$ cat config.mk
export PLATFORM = sky130hd
export DESIGN_NAME = alu_secuencial_flat
export DESIGN_NICKNAME = d
export VERILOG_FILES = /design/src/rtl/alu_secuencial_if.sv /design/src/rtl/alu_secuencial.sv /design/src/flat_wrapper.sv
export SDC_FILE = /design/constraint.sdc
export NUM_CORES = 1
export LEC_CHECK = 0
export ABC_AREA = 1
export CELL_PAD_IN_SITES_DETAIL_PLACEMENT = 1
export CELL_PAD_IN_SITES_GLOBAL_PLACEMENT = 1
export CORE_ASPECT_RATIO = 0.7
export CORE_UTILIZATION = 47
export CTS_CLUSTER_DIAMETER = 80
export CTS_CLUSTER_SIZE = 8
export DETAILED_ROUTE_END_ITERATION = 12
export DONT_BUFFER_PORTS = 1
export GPL_ROUTABILITY_DRIVEN = 0
export MAX_ROUTING_LAYER = met4
export PLACE_DENSITY = 0.79
export SLEW_MARGIN = 10
export SYNTH_ARGS = -nofsm -noshare
export SYNTH_HDL_FRONTEND = slang
export SYNTH_SLANG_ARGS = --single-unit
$ cat constraint.sdc
create_clock -name reloj -period 2.7 [get_ports reloj]
set_input_delay 0.135 -clock reloj [delete_from_list [all_inputs] [get_ports reloj]]
set_output_delay 0.135 -clock reloj [all_outputs]
set_load 0.01 [all_outputs]
$ cat src/rtl/alu_secuencial_if.sv
// alu_if: handshake, operand and result bus of alu_secuencial
// master drives operands/seleccion/entrada_valida; slave returns listo and the registered result.
interface alu_if #(
    parameter int ANCHO = 4
);
    logic             entrada_valida;
    logic             listo;
    logic [ANCHO-1:0] operando_a;
    logic [ANCHO-1:0] operando_b;
    logic [3:0]       seleccion;
    logic [ANCHO-1:0] salida;
    logic             salida_valida;
    logic [3:0]       banderas;
    logic             error_op;
    modport master (
        output entrada_valida, operando_a, operando_b, seleccion,
        input  listo, salida, salida_valida, banderas, error_op
    );
    modport slave (
        input  entrada_valida, operando_a, operando_b, seleccion,
        output listo, salida, salida_valida, banderas, error_op
    );
endinterface

$ cat src/rtl/alu_secuencial.sv
// alu_secuencial: registered ALU with valid/ready input and iterative mul/div/mod
// Ports: reloj (rising edge), reset_n (async, active low), bus (alu_if.slave):
// entrada_valida/listo handshake, operando_a/b, seleccion, and the registered
// salida, salida_valida pulse, banderas {N,Z,C,V} and error_op.
module alu_secuencial #(
    parameter int ANCHO = 4
) (
    input logic  reloj,
    input logic  reset_n,
    alu_if.slave bus
);
    localparam int CW = $clog2(ANCHO);
    typedef enum logic [1:0] {LIBRE, CALCULO, CIERRE} estado_t;
    estado_t            estado_q, estado_d;
    logic [CW-1:0]      cnt_q, cnt_d;
    logic [2*ANCHO-1:0] acc_q, acc_d, mc_q, mc_d;
    logic [ANCHO-1:0]   mb_q, mb_d, salida_q, salida_d;
    logic [3:0]         op_q, op_d, banderas_q, banderas_d;
    logic               error_q, error_d, valida_q, valida_d;
    logic [ANCHO-1:0]   a, b, res, r_n;
    logic [ANCHO:0]     suma, resta, r_sh;
    logic               c, v, err, ge, multi, fin;
    assign a = bus.operando_a;
    assign b = bus.operando_b;
    always_comb begin
        suma  = {1'b0, a} + {1'b0, b};
        resta = {1'b0, a} - {1'b0, b};
        // restoring division: acc holds {remainder, dividend/quotient}, divisor in mb
        r_sh  = {acc_q[2*ANCHO-1:ANCHO], acc_q[ANCHO-1]};
        ge    = r_sh >= {1'b0, mb_q};
        r_n   = r_sh[ANCHO-1:0] - mb_q;
        multi = bus.seleccion inside {4'b0010, 4'b0011, 4'b0100};
        res   = '0;
        c     = 1'b0;
        v     = 1'b0;
        err   = 1'b0;
        // in CIERRE the captured opcode selects the iterative result, otherwise the live input
        case (estado_q == CIERRE ? op_q : bus.seleccion)
            4'b0000: begin
                res = suma[ANCHO-1:0];
                c   = suma[ANCHO];
                v   = (a[ANCHO-1] == b[ANCHO-1]) && (suma[ANCHO-1] != a[ANCHO-1]);
            end
            4'b0001: begin
                res = resta[ANCHO-1:0];
                c   = resta[ANCHO];
                v   = (a[ANCHO-1] != b[ANCHO-1]) && (resta[ANCHO-1] != a[ANCHO-1]);
            end
            4'b0010: begin
                res = acc_q[ANCHO-1:0];
                c   = |acc_q[2*ANCHO-1:ANCHO];
            end
            4'b0011: begin
                res = acc_q[ANCHO-1:0];
                err = ~|mb_q;
            end
            4'b0100: begin
                res = acc_q[2*ANCHO-1:ANCHO];
                err = ~|mb_q;
            end
            4'b0101: res = a & b;
            4'b0110: res = a | b;
            4'b0111: res = a ^ b;
            4'b1000: res = a << b;
            4'b1001: res = a >> b;
            default: err = 1'b1;
        endcase
        fin        = estado_q == CIERRE || (estado_q == LIBRE && bus.entrada_valida && !multi);
        estado_d   = estado_q;
        cnt_d      = cnt_q;
        acc_d      = acc_q;
        mc_d       = mc_q;
        mb_d       = mb_q;
        op_d       = op_q;
        salida_d   = salida_q;
        banderas_d = banderas_q;
        error_d    = error_q;
        valida_d   = 1'b0;
        if (estado_q == LIBRE && bus.entrada_valida && multi) begin
            estado_d = CALCULO;
            cnt_d    = '0;
            acc_d    = bus.seleccion == 4'b0010 ? '0 : {{ANCHO{1'b0}}, a};
            mc_d     = {{ANCHO{1'b0}}, a};
            mb_d     = b;
            op_d     = bus.seleccion;
        end
        if (estado_q == CALCULO) begin
            if (op_q == 4'b0010) begin
                acc_d = acc_q + (mb_q[0] ? mc_q : '0);
                mc_d  = mc_q << 1;
                mb_d  = mb_q >> 1;
            end else begin
                acc_d = {ge ? r_n : r_sh[ANCHO-1:0], acc_q[ANCHO-2:0], ge};
            end
            cnt_d = cnt_q + 1'b1;
            if (cnt_q == CW'(ANCHO - 1)) begin
                cnt_d    = '0;
                estado_d = CIERRE;
            end
        end
        if (estado_q == CIERRE) estado_d = LIBRE;
        if (fin) begin
            salida_d   = res;
            banderas_d = {res[ANCHO-1], res == '0, c, v};
            error_d    = err;
            valida_d   = 1'b1;
        end
    end
    always_ff @(posedge reloj or negedge reset_n) begin
        if (!reset_n) begin
            estado_q   <= LIBRE;
            cnt_q      <= '0;
            acc_q      <= '0;
            mc_q       <= '0;
            mb_q       <= '0;
            op_q       <= '0;
            salida_q   <= '0;
            banderas_q <= '0;
            error_q    <= 1'b0;
            valida_q   <= 1'b0;
        end else begin
            estado_q   <= estado_d;
            cnt_q      <= cnt_d;
            acc_q      <= acc_d;
            mc_q       <= mc_d;
            mb_q       <= mb_d;
            op_q       <= op_d;
            salida_q   <= salida_d;
            banderas_q <= banderas_d;
            error_q    <= error_d;
            valida_q   <= valida_d;
        end
    end
    assign bus.listo         = estado_q == LIBRE;
    assign bus.salida        = salida_q;
    assign bus.salida_valida = valida_q;
    assign bus.banderas      = banderas_q;
    assign bus.error_op      = error_q;
endmodule

$ cat src/flat_wrapper.sv
// flat-port wrapper written by rule: the top's interface ports become plain ports
module alu_secuencial_flat 
#(
    parameter int ANCHO = 4
)
  (reloj, reset_n, bus_entrada_valida, bus_operando_a, bus_operando_b, bus_seleccion, bus_listo, bus_salida, bus_salida_valida, bus_banderas, bus_error_op);
  alu_if #(.ANCHO(ANCHO)) bus_i ();
  input logic reloj;
  input logic reset_n;
  input wire logic [$bits(bus_i.entrada_valida)-1:0] bus_entrada_valida;
  input wire logic [$bits(bus_i.operando_a)-1:0] bus_operando_a;
  input wire logic [$bits(bus_i.operando_b)-1:0] bus_operando_b;
  input wire logic [$bits(bus_i.seleccion)-1:0] bus_seleccion;
  output wire logic [$bits(bus_i.listo)-1:0] bus_listo;
  output wire logic [$bits(bus_i.salida)-1:0] bus_salida;
  output wire logic [$bits(bus_i.salida_valida)-1:0] bus_salida_valida;
  output wire logic [$bits(bus_i.banderas)-1:0] bus_banderas;
  output wire logic [$bits(bus_i.error_op)-1:0] bus_error_op;
  assign bus_i.entrada_valida = bus_entrada_valida;
  assign bus_i.operando_a = bus_operando_a;
  assign bus_i.operando_b = bus_operando_b;
  assign bus_i.seleccion = bus_seleccion;
  assign bus_listo = bus_i.listo;
  assign bus_salida = bus_i.salida;
  assign bus_salida_valida = bus_i.salida_valida;
  assign bus_banderas = bus_i.banderas;
  assign bus_error_op = bus_i.error_op;
  alu_secuencial #(.ANCHO(ANCHO)) u_core (.reloj(reloj), .reset_n(reset_n), .bus(bus_i));
endmodule
==> results of run 1 <==
-- cells by family after synthesis --
group	count (synthesis)	share of synthesized area
XOR/XNOR	7	0.0190
adder cells (fa/ha/maj)	28	0.118
buffers and inverters	69	0.0896
AND/OR/NAND/NOR	242	0.340
flip-flops	37	0.287
AO/OA/AOI/OAI	86	0.147
-- routing by layer --
metal	up-vias	GRT usage
met3	2	0.0654
met5	-	-
met1	1548	0.450
met4	0	0.0354
li1	1539	-
met2	75	0.451
-- stage by stage --
| step | cells | hold WS, ps | cell area, um^2 | worst slack [ps] | utilization |
|---|---|---|---|---|---|
| floorplan | 469 | -161 | 3230 | 598 | - |
| global placement | 553 | -160 | 3300 | 554 | 0.514 |
| detailed placement | 553 | -160 | 3300 | 410 | 0.514 |
| CTS | 563 | 41.1 | 3420 | 378 | 0.532 |
| global route | 563 | 27.8 | 3420 | 191 | 0.532 |
| finish | 563 | 56.3 | 3420 | 369 | 0.532 |
-- flip-flops by register name, indices dropped and copies added (netlist names) --
register and count:
u_core.mb_q 4, u_core.bus.banderas 4, u_core.bus.salida 3, u_core.acc_q 8, u_core.mc_q 8, u_core.op_q 4, u_core.bus.error_op 1, u_core.cnt_q 2
u_core.estado_q 2, u_core.bus.salida_valida 1
-- how the worst max path moves through the flow --
| stage | from | endpoint | cells past startpoint |
|---|---|---|---|
| after floorplan | u_core.mb_q[0] | u_core.acc_q[6] | 14 |
| after global routing | u_core.mb_q[0] | u_core.acc_q[6] | 13 |
| after CTS | u_core.mb_q[0] | u_core.acc_q[6] | 13 |
| after detailed placement | u_core.mb_q[0] | u_core.acc_q[6] | 13 |
| after global placement | u_core.mb_q[0] | u_core.acc_q[6] | 13 |
| final | u_core.mb_q[0] | u_core.acc_q[6] | 13 |
-- Yosys cell counts, drive strengths merged --
library cell / count / share of area
clkinv: 1 / 0.0012
clkbuf: 2 / 0.0023
o21ai: 43 / 0.068
a22o: 1 / 0.0027
nor3b: 1 / 0.0039
bufinv: 1 / 0.0054
nand4: 5 / 0.0097
nand2: 133 / 0.17
o22ai: 1 / 0.0019
or2: 2 / 0.0039
o21bai: 2 / 0.0047
a21oi: 27 / 0.042
fa: 4 / 0.025
nand3: 49 / 0.078
nor3: 3 / 0.0047
inv: 58 / 0.067
o31ai: 2 / 0.0047
a31oi: 2 / 0.0039
dfrtp: 37 / 0.29
o221ai: 1 / 0.0027
buf: 7 / 0.013
xnor2: 4 / 0.011
xor2: 3 / 0.0081
nor2: 47 / 0.070
ha: 24 / 0.093
nor4: 2 / 0.0039
o211ai: 4 / 0.0093
o21a: 2 / 0.0047
a22oi: 1 / 0.0023
-- power by group through the flow --
stage	Sequential, uW	Combinational, uW	Clock, uW
global placement	1160	1980	0
CTS	1160	2110	401
global route	1200	2390	429
finish	1170	2120	394
floorplan	1040	1660	0
detailed placement	1170	2070	0
-- final cells by class --
cell class	count	area, um^2
multi-input combinational	363	2010
tap	91	114
sequential	37	926
timing repair buffer	4	45.0
clock inverter	3	17.5
clock buffer	5	68.8
fill	880	3010
inverter	60	239
-- worst register-to-register path: stages, from the launching register on --
cell     delay, ps
dfrtp_1        530
nand2_1        100
inv_1           80
ha_1           180
inv_1           60
fa_1           390
o21ai_0        290
nand2_1        120
nand2_1         80
a21oi_1         60
nand2_1         60
nand3_1         80
nand3_1         80
o21ai_0         90
==> summary.md, run 1 <==
| Metric | Value |
|---|---|
| Kind of critical path | `register to register` |
| CP dominant cell by count | `nand2_1` |
| Total congestion overflow | `0` |
| Hold Path Class | `input pin to register` |
| WL met1 | `between 5000 and 6000 um` |
| HP Start | `bus_seleccion[2]` |
| Die ar. | `approximately 0.0072 mm^2` |
| Global Route Usage Sum | `0.308` |
| Hold EP | `u_core.op_q[2]` |
| Crit path required time | `2870 ps` |
| RSZ-0062 raised after global routing | `false` |
| Detailed Route WL | `10100 um` |
| Largest net degree at the start of global routing | `38` |
| Gate Count Post-Synth | `469` |
| Met2 WL | `roughly 4200 um` |
| Reg2Reg Depth | `13` |
| Status | `completed` |
| Maximum buffer depth of the clock tree | `2` |
| Clock skew | `9.94 ps` |
| Crit path max fanout | `11` |
| Layout cells sized above 1 | `0.0911` |
| Setup TNS | `0 ps` |
| Yosys cell types | `41` |
| CP endpoint kind | `register` |
| Peak per-stage delay on the critical path | `530 ps` |
| Port bufs | `0` |
| Sw Ratio | `0.519` |
| I/O pin count | `26` |
| CTS Buf Count | `5` |
| Flop pwr share | `0.316` |
| Worst slew margin | `0.595` |
| Most frequent cells in the layout | `122 x nand2_1, 53 x inv_1, 48 x nand3_1` |
| YS warnings | `0` |
| Final HPWL DP | `roughly 8000 um` |
| Peak supply drop | `0.000447 V` |
| Antenna diode count | `0` |
| Core Box Area | `0.00643 mm^2` |
| DIE HEIGHT | `just over 70 um` |
| Reg2Reg Setup Slack | `between 300 and 400 ps` |
| Hold Buf Count CTS | `2` |
| Final ANT Viol Nets | `0` |
| Initial DRC count | `between 100 and 150` |
| Fin. Hold Viols | `0` |
| Top Metal Used | `met4` |
| Post-synthesis cell area | `0.00323 mm^2` |
| Clk sink count | `37` |
| Vias in the first global route | `3174` |
| DR WL met3 | `697 um` |
| Worst path slowest cell | `dfrtp_1` |
| R2r endpoint | `u_core.acc_q[6]` |
| Final #Nets | `514` |
| Final worst-path cycle share | `0.863` |
| Slew @ Worst Pin | `608 ps` |
| Static leakage | `0.00174 uW` |
| Die Wd | `101 um` |
| Switching power | `1910 uW` |
| TritonCTS clock tree | `built` |
| Power Density | `1080 mW/mm^2` |
| H-Tree Depth | `2` |
| Maximum clock rate | `approximately 430 MHz` |
| Pre-antenna DRT Iters | `4` |
| Clock-pin slew on the worst setup and hold paths | `80 ps` |
| Seq/Total Area, Yosys | `0.287` |
| FP Rows | `24` |
| Synthesis-to-layout area growth | `6.05%` |
| # DRC | `0` |
| Commonest non-fill, non-tap cell in the layout | `nand2_1` |
| Mean number of vias per cell | `5.62` |
| Mapped Avg Cell Area | `6.88 um^2` |
| Routed length per instance | `around 18 um` |
| Vias | `3164` |
| Critical path, cell by cell | `nand2_1 -> inv_1 -> ha_1 -> inv_1 -> fa_1 -> o21ai_0 -> nand2_1 -> nand2_1 -> a21oi_1 -> nand2_1 -> nand3_1 -> nand3_1 -> o21ai_0` |
| Final setup fails | `0` |
| Max-slew violations | `0` |
| Pint | `approximately 1800 uW` |
| R2R Path Start | `u_core.mb_q[0]` |
| Tot Pwr | `3680 uW` |
| First-pass GRT wire length | `16300 um` |
| Hold depth | `2` |
| Max-cap violation count | `0` |
| Root Buffer | `clkbuf_8` |
| Worst-Skew Late Latency | `approximately 290 ps` |
| CP bufs+invs | `2` |
| Critical Path Start Type | `register` |
| Synth Net Count | `roughly 510` |
| Initial core utilization | `0.502` |
| # Post-CTS Setup Buffers | `0` |
| Cts repair resizes | `0` |
| Gate power share | `0.577` |
| #FFs+latches synth | `37` |
| Clk pwr share | `0.107` |
| Initial antenna violation count | `0` |
| Critical Path AT | `2500 ps` |
| Minimum clock period | `approximately 2300 ps` |
| Top cell family by delay on the critical path | `adder cells` |
(Power assumes the default switching activity.)
==> run 2: changes to the inputs <==
--- a/config.mk
+++ b/config.mk
@@ -5,11 +5,10 @@
 export SDC_FILE = /design/constraint.sdc
 export NUM_CORES = 1
 export LEC_CHECK = 0
-export ABC_AREA = 1
 export CELL_PAD_IN_SITES_DETAIL_PLACEMENT = 1
 export CELL_PAD_IN_SITES_GLOBAL_PLACEMENT = 1
 export CORE_ASPECT_RATIO = 0.7
-export CORE_UTILIZATION = 47
+export CORE_UTILIZATION = 49
 export CTS_CLUSTER_DIAMETER = 80
 export CTS_CLUSTER_SIZE = 8
 export DETAILED_ROUTE_END_ITERATION = 12
==> run 2 against run 1 <==
- fmax shrank 8.5%
- register-to-register slack lost 220 ps
- area after synthesis grew 0.19%
- critical path depth fell by 3
- core utilization up 2.8 points
- worst hold slack worse by 34 ps
- clock skew down 0.91 ps
- via count fell by 3.9%
- worst setup slack worse by 220 ps
- clock power grew 29%
- largest cell class unchanged
==> summary.md, run 2 <==
| Metric | Value |
|---|---|
| Crit path required time | `2880 ps (was 2870 ps)` |
| Final WS setup | `153 ps (was 369 ps)` |
| Complex-gate fraction of the synthesized area | `0.209 (was 0.147)` |
| Post-Synth Simple-Gate Area | `0.257 (was 0.340)` |
| Post-Synth Adder-Cell Area | `0.118 (about the same)` |
| Peak supply drop | `0.000542 V (was 0.000447 V)` |
| # Post-CTS Setup Buffers | `0 (unchanged)` |
| Vias | `3041 (was 3164)` |
| Port bufs | `0 (unchanged)` |
| Commonest cells post-synth | `59 x nand2_1, 45 x nor2_1, 37 x dfrtp_1, 26 x a21oi_1 (was 122 x nand2_1, 53 x inv_1, 48 x nand3_1, 39 x o21ai_0)` |
| Yosys top cell area share | `0.286 (was 0.287)` |
| Core Box Area | `0.00631 mm^2 (was 0.00643 mm^2)` |
| Filler instances | `781 (was 880)` |
| Commonest non-fill, non-tap cell in the layout | `nand2_1 (unchanged)` |
| Final HPWL DP | `7820 um (was 8020 um)` |
| CTS Buf Count | `5 (unchanged)` |
| Crit path max fanout | `5 (was 11)` |
| HP Start | `bus_seleccion[2] (unchanged)` |
| Leading area contributor after synthesis | `dfrtp_1 (unchanged)` |
| Flop pwr share | `0.301 (was 0.316)` |
| Prevailing post-synth register cell | `dfrtp_1 (unchanged)` |
| Initial DRC count | `205 (was 136)` |
| Final Cell Area | `0.00354 mm^2 (was 0.00342 mm^2)` |
| Tot Pwr | `3740 uW (was 3680 uW)` |
| CP endpoint | `u_core.acc_q[7] (was u_core.acc_q[6])` |
| Seq/Total Area, Yosys | `0.286 (was 0.287)` |
| Worst slew margin | `0.616 (was 0.595)` |
| Max-slew violations | `0 (unchanged)` |
| Sw Ratio | `0.465 (was 0.519)` |
| Final non-filler cell total | `489 (was 563)` |
| CP bufs+invs | `1 (was 2)` |
| Critical Path Start Type | `register (unchanged)` |
| I/O pin count | `26 (unchanged)` |
| Biggest regs | `u_core.acc_q (8), u_core.mc_q (8) (unchanged)` |
| # DRC | `0 (unchanged)` |
| Mean number of vias per cell | `6.22 (was 5.62)` |
| R2r endpoint | `u_core.acc_q[7] (was u_core.acc_q[6])` |
| Most frequent cell after synthesis | `nand2_1 (unchanged)` |
| CP dominant cell by count | `a21o_1 (was nand2_1)` |
| Die Wd | `99.1 um (was 101 um)` |
| Total congestion overflow | `0 (unchanged)` |
| Ys async rst share | `1.00 (unchanged)` |
| Pint | `2000 uW (was 1770 uW)` |
| Gate power share | `0.563 (was 0.577)` |
| Yosys cell types | `65 (was 41)` |
| RSZ-0062 raised after global routing | `false (unchanged)` |
| Kind of critical path | `register to register (unchanged)` |
| Mapped Avg Cell Area | `8.08 um^2 (was 6.88 um^2)` |
| CP endpoint kind | `register (unchanged)` |
| Routed length per instance | `20.6 um (was 18.0 um)` |
| Root Buffer | `clkbuf_8 (unchanged)` |
| Reg2Reg Setup Slack | `150 ps (was 370 ps)` |
| Crit path from | `u_core.mb_q[0] (unchanged)` |
| Worst-Skew Late Latency | `290 ps (about the same)` |
| Slew @ Worst Pin | `570 ps (was 608 ps)` |
| Final ANT Viol Nets | `0 (unchanged)` |
| Largest family of logic cells by synthesized area | `simple AND/OR/NAND/NOR gates (unchanged)` |
| Synthesis-to-layout area growth | `9.41% (was 6.05%)` |
| Fin. Hold Viols | `0 (unchanged)` |
| Top cell family by delay on the critical path | `compound AO/OA/AOI/OAI gates (was adder cells)` |
| Max-cap violation count | `0 (unchanged)` |
| H-Tree Depth | `2 (unchanged)` |
| Synth Net Count | `443 (was 512)` |
| Pre-antenna DRT Iters | `5 (was 4)` |
| Layout cells sized above 1 | `0.0852 (was 0.0911)` |
| Placed Cells | `471 (was 553)` |
| Die ar. | `0.00693 mm^2 (was 0.00720 mm^2)` |
| Clock skew | `9.03 ps (was 9.94 ps)` |
| Final #Nets | `453 (was 514)` |
| Initial core utilization | `0.513 (was 0.502)` |
| Gate Count Post-Synth | `400 (was 469)` |
| Setup TNS | `0 ps (unchanged)` |
| Static leakage | `0.00160 uW (was 0.00174 uW)` |
| R2R Path Start | `u_core.mb_q[0] (unchanged)` |
| Final setup fails | `0 (unchanged)` |
| Post-synthesis xor/xnor area fraction | `0.0244 (was 0.0190)` |
| Peak per-stage delay on the critical path | `420 ps (was 530 ps)` |
| #FFs+latches synth | `37 (unchanged)` |
| Most frequent cells in the layout | `59 x nand2_1, 44 x nor2_1, 37 x dfrtp_1 (was 122 x nand2_1, 53 x inv_1, 48 x nand3_1)` |
| Maximum clock rate | `393 MHz (was 429 MHz)` |
| Placed inst area | `0.00331 mm^2 (was 0.00330 mm^2)` |
| Vias in the first global route | `3194 (was 3174)` |
| Setup WS pre-CTS | `220 ps (was 410 ps)` |
| Clock-pin slew on the worst setup and hold paths | `80 ps (about the same)` |
| Power Density | `1060 mW/mm^2 (was 1080 mW/mm^2)` |
| Final worst-path cycle share | `0.943 (was 0.863)` |
| Switching power | `1740 uW (was 1910 uW)` |
| Worst path slowest cell | `dfrtp_1 (unchanged)` |
| Critical path, cell by cell | `nand2_1 -> inv_1 -> ha_1 -> a21o_1 -> a21oi_1 -> o22ai_1 -> o41ai_1 -> xnor2_1 -> a21o_1 -> a211o_1 (was nand2_1 -> inv_1 -> ha_1 -> inv_1 -> fa_1 -> o21ai_0 -> nand2_1 -> nand2_1 -> a21oi_1 -> nand2_1 -> nand3_1 -> nand3_1 -> o21ai_0)` |
| Maximum buffer depth of the clock tree | `2 (unchanged)` |
| TritonCTS clock tree | `built (unchanged)` |
| CP Depth | `10 (was 13)` |
| Reg2Reg Depth | `10 (was 13)` |
| First-pass GRT wire length | `16800 um (was 16300 um)` |
| YS warnings | `0 (unchanged)` |
| DIE HEIGHT | `70.0 um (was 71.3 um)` |
| Clk sink count | `37 (unchanged)` |
| Post-synthesis cell area | `0.00323 mm^2 (about the same)` |
| Status | `completed (unchanged)` |
| Initial antenna violation count | `0 (unchanged)` |
| Top post-synthesis cells by area | `dfrtp_1 29%, ha_1 9.3%, nand2_1 6.9%, nor2_1 5.2%, a21oi_1 4.0% (was dfrtp_1 29%, nand2_1 14%, ha_1 9.3%, nand3_1 7.4%, inv_1 6.2%)` |
| Detailed Route WL | `10000 um (was 10100 um)` |
| Hold Path Class | `input pin to register (unchanged)` |
| FP Rows | `24 (unchanged)` |
| Post-synthesis mux area share | `0.0499 (was 0)` |
| Clk pwr share | `0.136 (was 0.107)` |
| Global Route Usage Sum | `0.325 (was 0.308)` |
| Minimum clock period | `2550 ps (was 2330 ps)` |
| Antenna diode count | `0 (unchanged)` |
| Post-synth EDFFs | `0 (unchanged)` |
| Critical Path AT | `2730 ps (was 2500 ps)` |
| Largest net degree at the start of global routing | `38 (unchanged)` |
## run 2: cell families (layout without fill, tap and decap cells)
kind of cell,after synthesis,in the layout
compound gates,103,103
xor+xnor,9,9
fa+ha+maj,28,28
buf+inv,40,51
flops,37,37
mux,12,12
simple gates,171,171
## run 2: worst min path at each step
stage                                   endpoint  slack (ps)  cells past startpoint
after detailed placement  u_core.bus.banderas[3]        -160                      0
after global placement    u_core.bus.banderas[3]        -160                      0
after global routing              u_core.mb_q[2]          20                      2
after floorplan                  u_core.acc_q[0]        -160                      0
final                             u_core.op_q[2]          20                      2
after CTS                         u_core.mb_q[2]          20                      2
## run 2: per-stage QoR
stage,utilization,hold WS (ps)
4_1_cts,0.560,15.7
3_5_place_dp,0.524,-160
6_report,0.561,22.5
5_1_grt,0.561,17.3
2_1_floorplan,-,-161
3_3_place_gp,0.524,-160
## run 2: power groups by stage
stage | logic, uW | registers, uW | clock network (uW)
floorplan | 1610 | 1020 | 0
global placement | 1960 | 1110 | 0
detailed placement | 2030 | 1130 | 0
CTS | 2090 | 1120 | 519
global route | 2370 | 1170 | 536
finish | 2100 | 1130 | 509
## run 2: repair_timing
action                     CTS  global route
resized for setup            0             1
hold buffers                10             0
hold endpoints to repair    47             0
setup endpoints to repair    0             1
## run 2: final cells by class
class	instances	area, um^2	area share
clock inverter	1	30.0	0.00849
clock buffer	7	86.3	0.0244
sequential	37	926	0.262
tap	78	97.6	0.0276
multi-input combinational	323	2130	0.602
timing repair buffer	19	178	0.0502
inverter	24	90.1	0.0255
## run 2: metal layers
layer  global-route usage  part of all wire  vias up
li1                     -                 -     1433
met1                0.456              0.47     1482
met2                0.481              0.43      109
met3               0.0701             0.084       17
met4               0.0752             0.016        0
met5                    -                 0        -
==> run 3: changes to the inputs <==
--- a/config.mk
+++ b/config.mk
@@ -7,7 +7,7 @@
 export LEC_CHECK = 0
 export CELL_PAD_IN_SITES_DETAIL_PLACEMENT = 1
 export CELL_PAD_IN_SITES_GLOBAL_PLACEMENT = 1
-export CORE_ASPECT_RATIO = 0.7
+export CORE_ASPECT_RATIO = 0.8
 export CORE_UTILIZATION = 49
 export CTS_CLUSTER_DIAMETER = 80
 export CTS_CLUSTER_SIZE = 8
==> run 3 against run 2 <==
- total power increased by 2.6%
- final cell count increased by 1.2%
- fmax increased by 1.6%
- critical path type unchanged
- highest routed layer unchanged
- routed wire length increased by 2.0%
- register-to-register slack improved by 40 ps
- clock skew increased by 2.7 ps
- core utilization decreased by 0.20 points
- sequential power about the same
- global-route usage increased by 0.29 points
- die area about the same
==> summary.md, run 3 (synthesis results as in run 2) <==
| Metric | Value |
|---|---|
| Status | `completed (unchanged)` |
| I/O pin count | `26 (unchanged)` |
| Core Box Area | `0.00638 mm^2 (was 0.00631 mm^2)` |
| GR Util met1 | `0.474 (was 0.456)` |
| H-Tree Depth | `2 (unchanged)` |
| Commonest non-fill, non-tap cell in the layout | `nand2_1 (unchanged)` |
| Grt met2 use | `0.489 (was 0.481)` |
| Crit path max fanout | `3 (was 5)` |
| Critical Path Start Type | `register (unchanged)` |
| Maximum buffer depth of the clock tree | `2 (unchanged)` |
| Final worst-path cycle share | `0.929 (was 0.943)` |
| Tot Pwr | `3840 uW (was 3740 uW)` |
| Reg2Reg Setup Slack | `190 ps (was 150 ps)` |
| Grt met3 use | `0.0535 (was 0.0701)` |
| Vias in the first global route | `3037 (was 3194)` |
| R2r endpoint | `u_core.acc_q[7] (unchanged)` |
| Worst-Skew Late Latency | `300 ps (was 290 ps)` |
| Maximum clock rate | `399 MHz (was 393 MHz)` |
| Filler instances | `812 (was 781)` |
| Initial antenna violation count | `0 (unchanged)` |
| Placed inst area | `0.00331 mm^2 (about the same)` |
| Die ar. | `0.00693 mm^2 (about the same)` |
| Vias | `3071 (was 3041)` |
| Max-slew violations | `0 (unchanged)` |
| Crit path required time | `2900 ps (was 2880 ps)` |
| Final HPWL DP | `7640 um (was 7820 um)` |
| Most frequent cells in the layout | `59 x nand2_1, 45 x nor2_1, 37 x dfrtp_1 (was 59 x nand2_1, 44 x nor2_1, 37 x dfrtp_1)` |
| Synthesis-to-layout area growth | `10.2% (was 9.41%)` |
| Kind of critical path | `register to register (unchanged)` |
| GRT busiest layer | `met2 (unchanged)` |
| Total congestion overflow | `0 (unchanged)` |
| CP endpoint | `u_core.acc_q[7] (unchanged)` |
| Root Buffer | `clkbuf_8 (unchanged)` |
| TritonCTS clock tree | `built (unchanged)` |
| Cts repair resizes | `0 (unchanged)` |
| Die Wd | `92.8 um (was 99.1 um)` |
| Largest net degree at the start of global routing | `38 (unchanged)` |
| Critical Path AT | `2710 ps (was 2730 ps)` |
| Max-cap violation count | `0 (unchanged)` |
| Antenna diode count | `0 (unchanged)` |
| Final setup fails | `0 (unchanged)` |
| Minimum clock period | `2510 ps (was 2550 ps)` |
| Mean number of vias per cell | `6.20 (was 6.22)` |
| # DRC | `0 (unchanged)` |
| Reg2Reg Depth | `10 (unchanged)` |
| Clk sink count | `37 (unchanged)` |
| First-pass GRT wire length | `16600 um (was 16800 um)` |
| # Post-CTS Setup Buffers | `0 (unchanged)` |
| Clock-pin slew on the worst setup and hold paths | `100 ps (was 80 ps)` |
| Hold Worst Slack | `8.73 ps (was 22.5 ps)` |
| Layout cells sized above 1 | `0.0852 (unchanged)` |
| Detailed Route WL | `10300 um (was 10000 um)` |
| Static leakage | `0.00161 uW (was 0.00160 uW)` |
| CP endpoint kind | `register (unchanged)` |
| FP Rows | `26 (was 24)` |
| Worst slew margin | `0.582 (was 0.616)` |
| RSZ-0062 raised after global routing | `false (unchanged)` |
| DIE HEIGHT | `74.6 um (was 70.0 um)` |
| Final Cell Area | `0.00356 mm^2 (was 0.00354 mm^2)` |
| Initial core utilization | `0.507 (was 0.513)` |
| Crit path from | `u_core.mc_q[1] (was u_core.mb_q[0])` |
| Final #Nets | `453 (unchanged)` |
| Peak supply drop | `0.000497 V (was 0.000542 V)` |
| Fin. Hold Viols | `0 (unchanged)` |
| R2R Path Start | `u_core.mc_q[1] (was u_core.mb_q[0])` |
| Final ANT Viol Nets | `0 (unchanged)` |
| Clock skew | `11.7 ps (was 9.03 ps)` |
| Routed length per instance | `20.7 um (was 20.6 um)` |
| Slew @ Worst Pin | `626 ps (was 570 ps)` |
| Power Density | `1080 mW/mm^2 (was 1060 mW/mm^2)` |
| Global Route Usage Sum | `0.328 (was 0.325)` |
| Hold Path Class | `input pin to register (unchanged)` |
| Setup TNS | `0 ps (unchanged)` |
| Port bufs | `0 (unchanged)` |
| Initial DRC count | `191 (was 205)` |
| CTS Buf Count | `5 (unchanged)` |
| Pre-antenna DRT Iters | `5 (unchanged)` |
| Biggest regs | `u_core.acc_q (8), u_core.mc_q (8) (unchanged)` |
[run 3: cell type report]
| type | instances | area [um^2] | area share |
|---|---|---|---|
| multi-input combinational | 323 | 2130 | 0.597 |
| sequential | 37 | 926 | 0.260 |
| timing repair buffer | 19 | 178 | 0.0499 |
| tap | 84 | 105 | 0.0295 |
| inverter | 24 | 90.1 | 0.0253 |
| clock buffer | 5 | 68.8 | 0.0193 |
| clock inverter | 3 | 68.8 | 0.0193 |
[run 3: repair_timing]
action / in CTS / in global routing
setup endpoints to repair: 0 / 0
hold buffers: 10 / 0
endpoints found under the hold margin: 46 / 0
[run 3: report_power, final]
group / internal (uW) / switching, uW / total (uW) / leakage (uW)
clock: 372 / 238 / 611 / 0.0000687
sequential: 802 / 318 / 1120 / 0.000453
combinational: 899 / 1210 / 2110 / 0.00108
total: 2070 / 1760 / 3840 / 0.00161
[run 3: worst min path at each step]
| stage | startpoint | endpoint | cells past startpoint |
|---|---|---|---|
| finish | bus_operando_a[3] | u_core.mc_q[3] | 2 |
| global route | bus_operando_a[3] | u_core.mc_q[3] | 2 |
| floorplan | reset_n | u_core.acc_q[0] | 0 |
| detailed placement | reset_n | u_core.acc_q[5] | 0 |
| CTS | bus_operando_a[3] | u_core.mc_q[3] | 2 |
| global placement | reset_n | u_core.acc_q[5] | 0 |
[run 3: through the flow]
stage / util / std cells / worst slack [ps]
floorplan: - / 400 / 276
global placement: 0.520 / 477 / 334
detailed placement: 0.520 / 477 / 206
CTS: 0.559 / 495 / 181
global route: 0.559 / 495 / 79.9
finish: 0.559 / 495 / 192
[run 3: critical path: stages (launching register included)]
cell and delay [ps]:
dfrtp_1 410, nand2_1 130, inv_1 60, ha_1 270
a21o_1 180, a21oi_1 220, o22ai_1 150, o41ai_1 360
xnor2_1 150, a21o_1 200, a211o_1 290
[run 3: routing by layer]
metal	wire length, um	share of wire	vias to the layer above
met3	556	0.054	11
met2	4460	0.44	86
met1	5120	0.50	1538
met5	0	0	-
li1	-	-	1436
met4	117	0.011	0
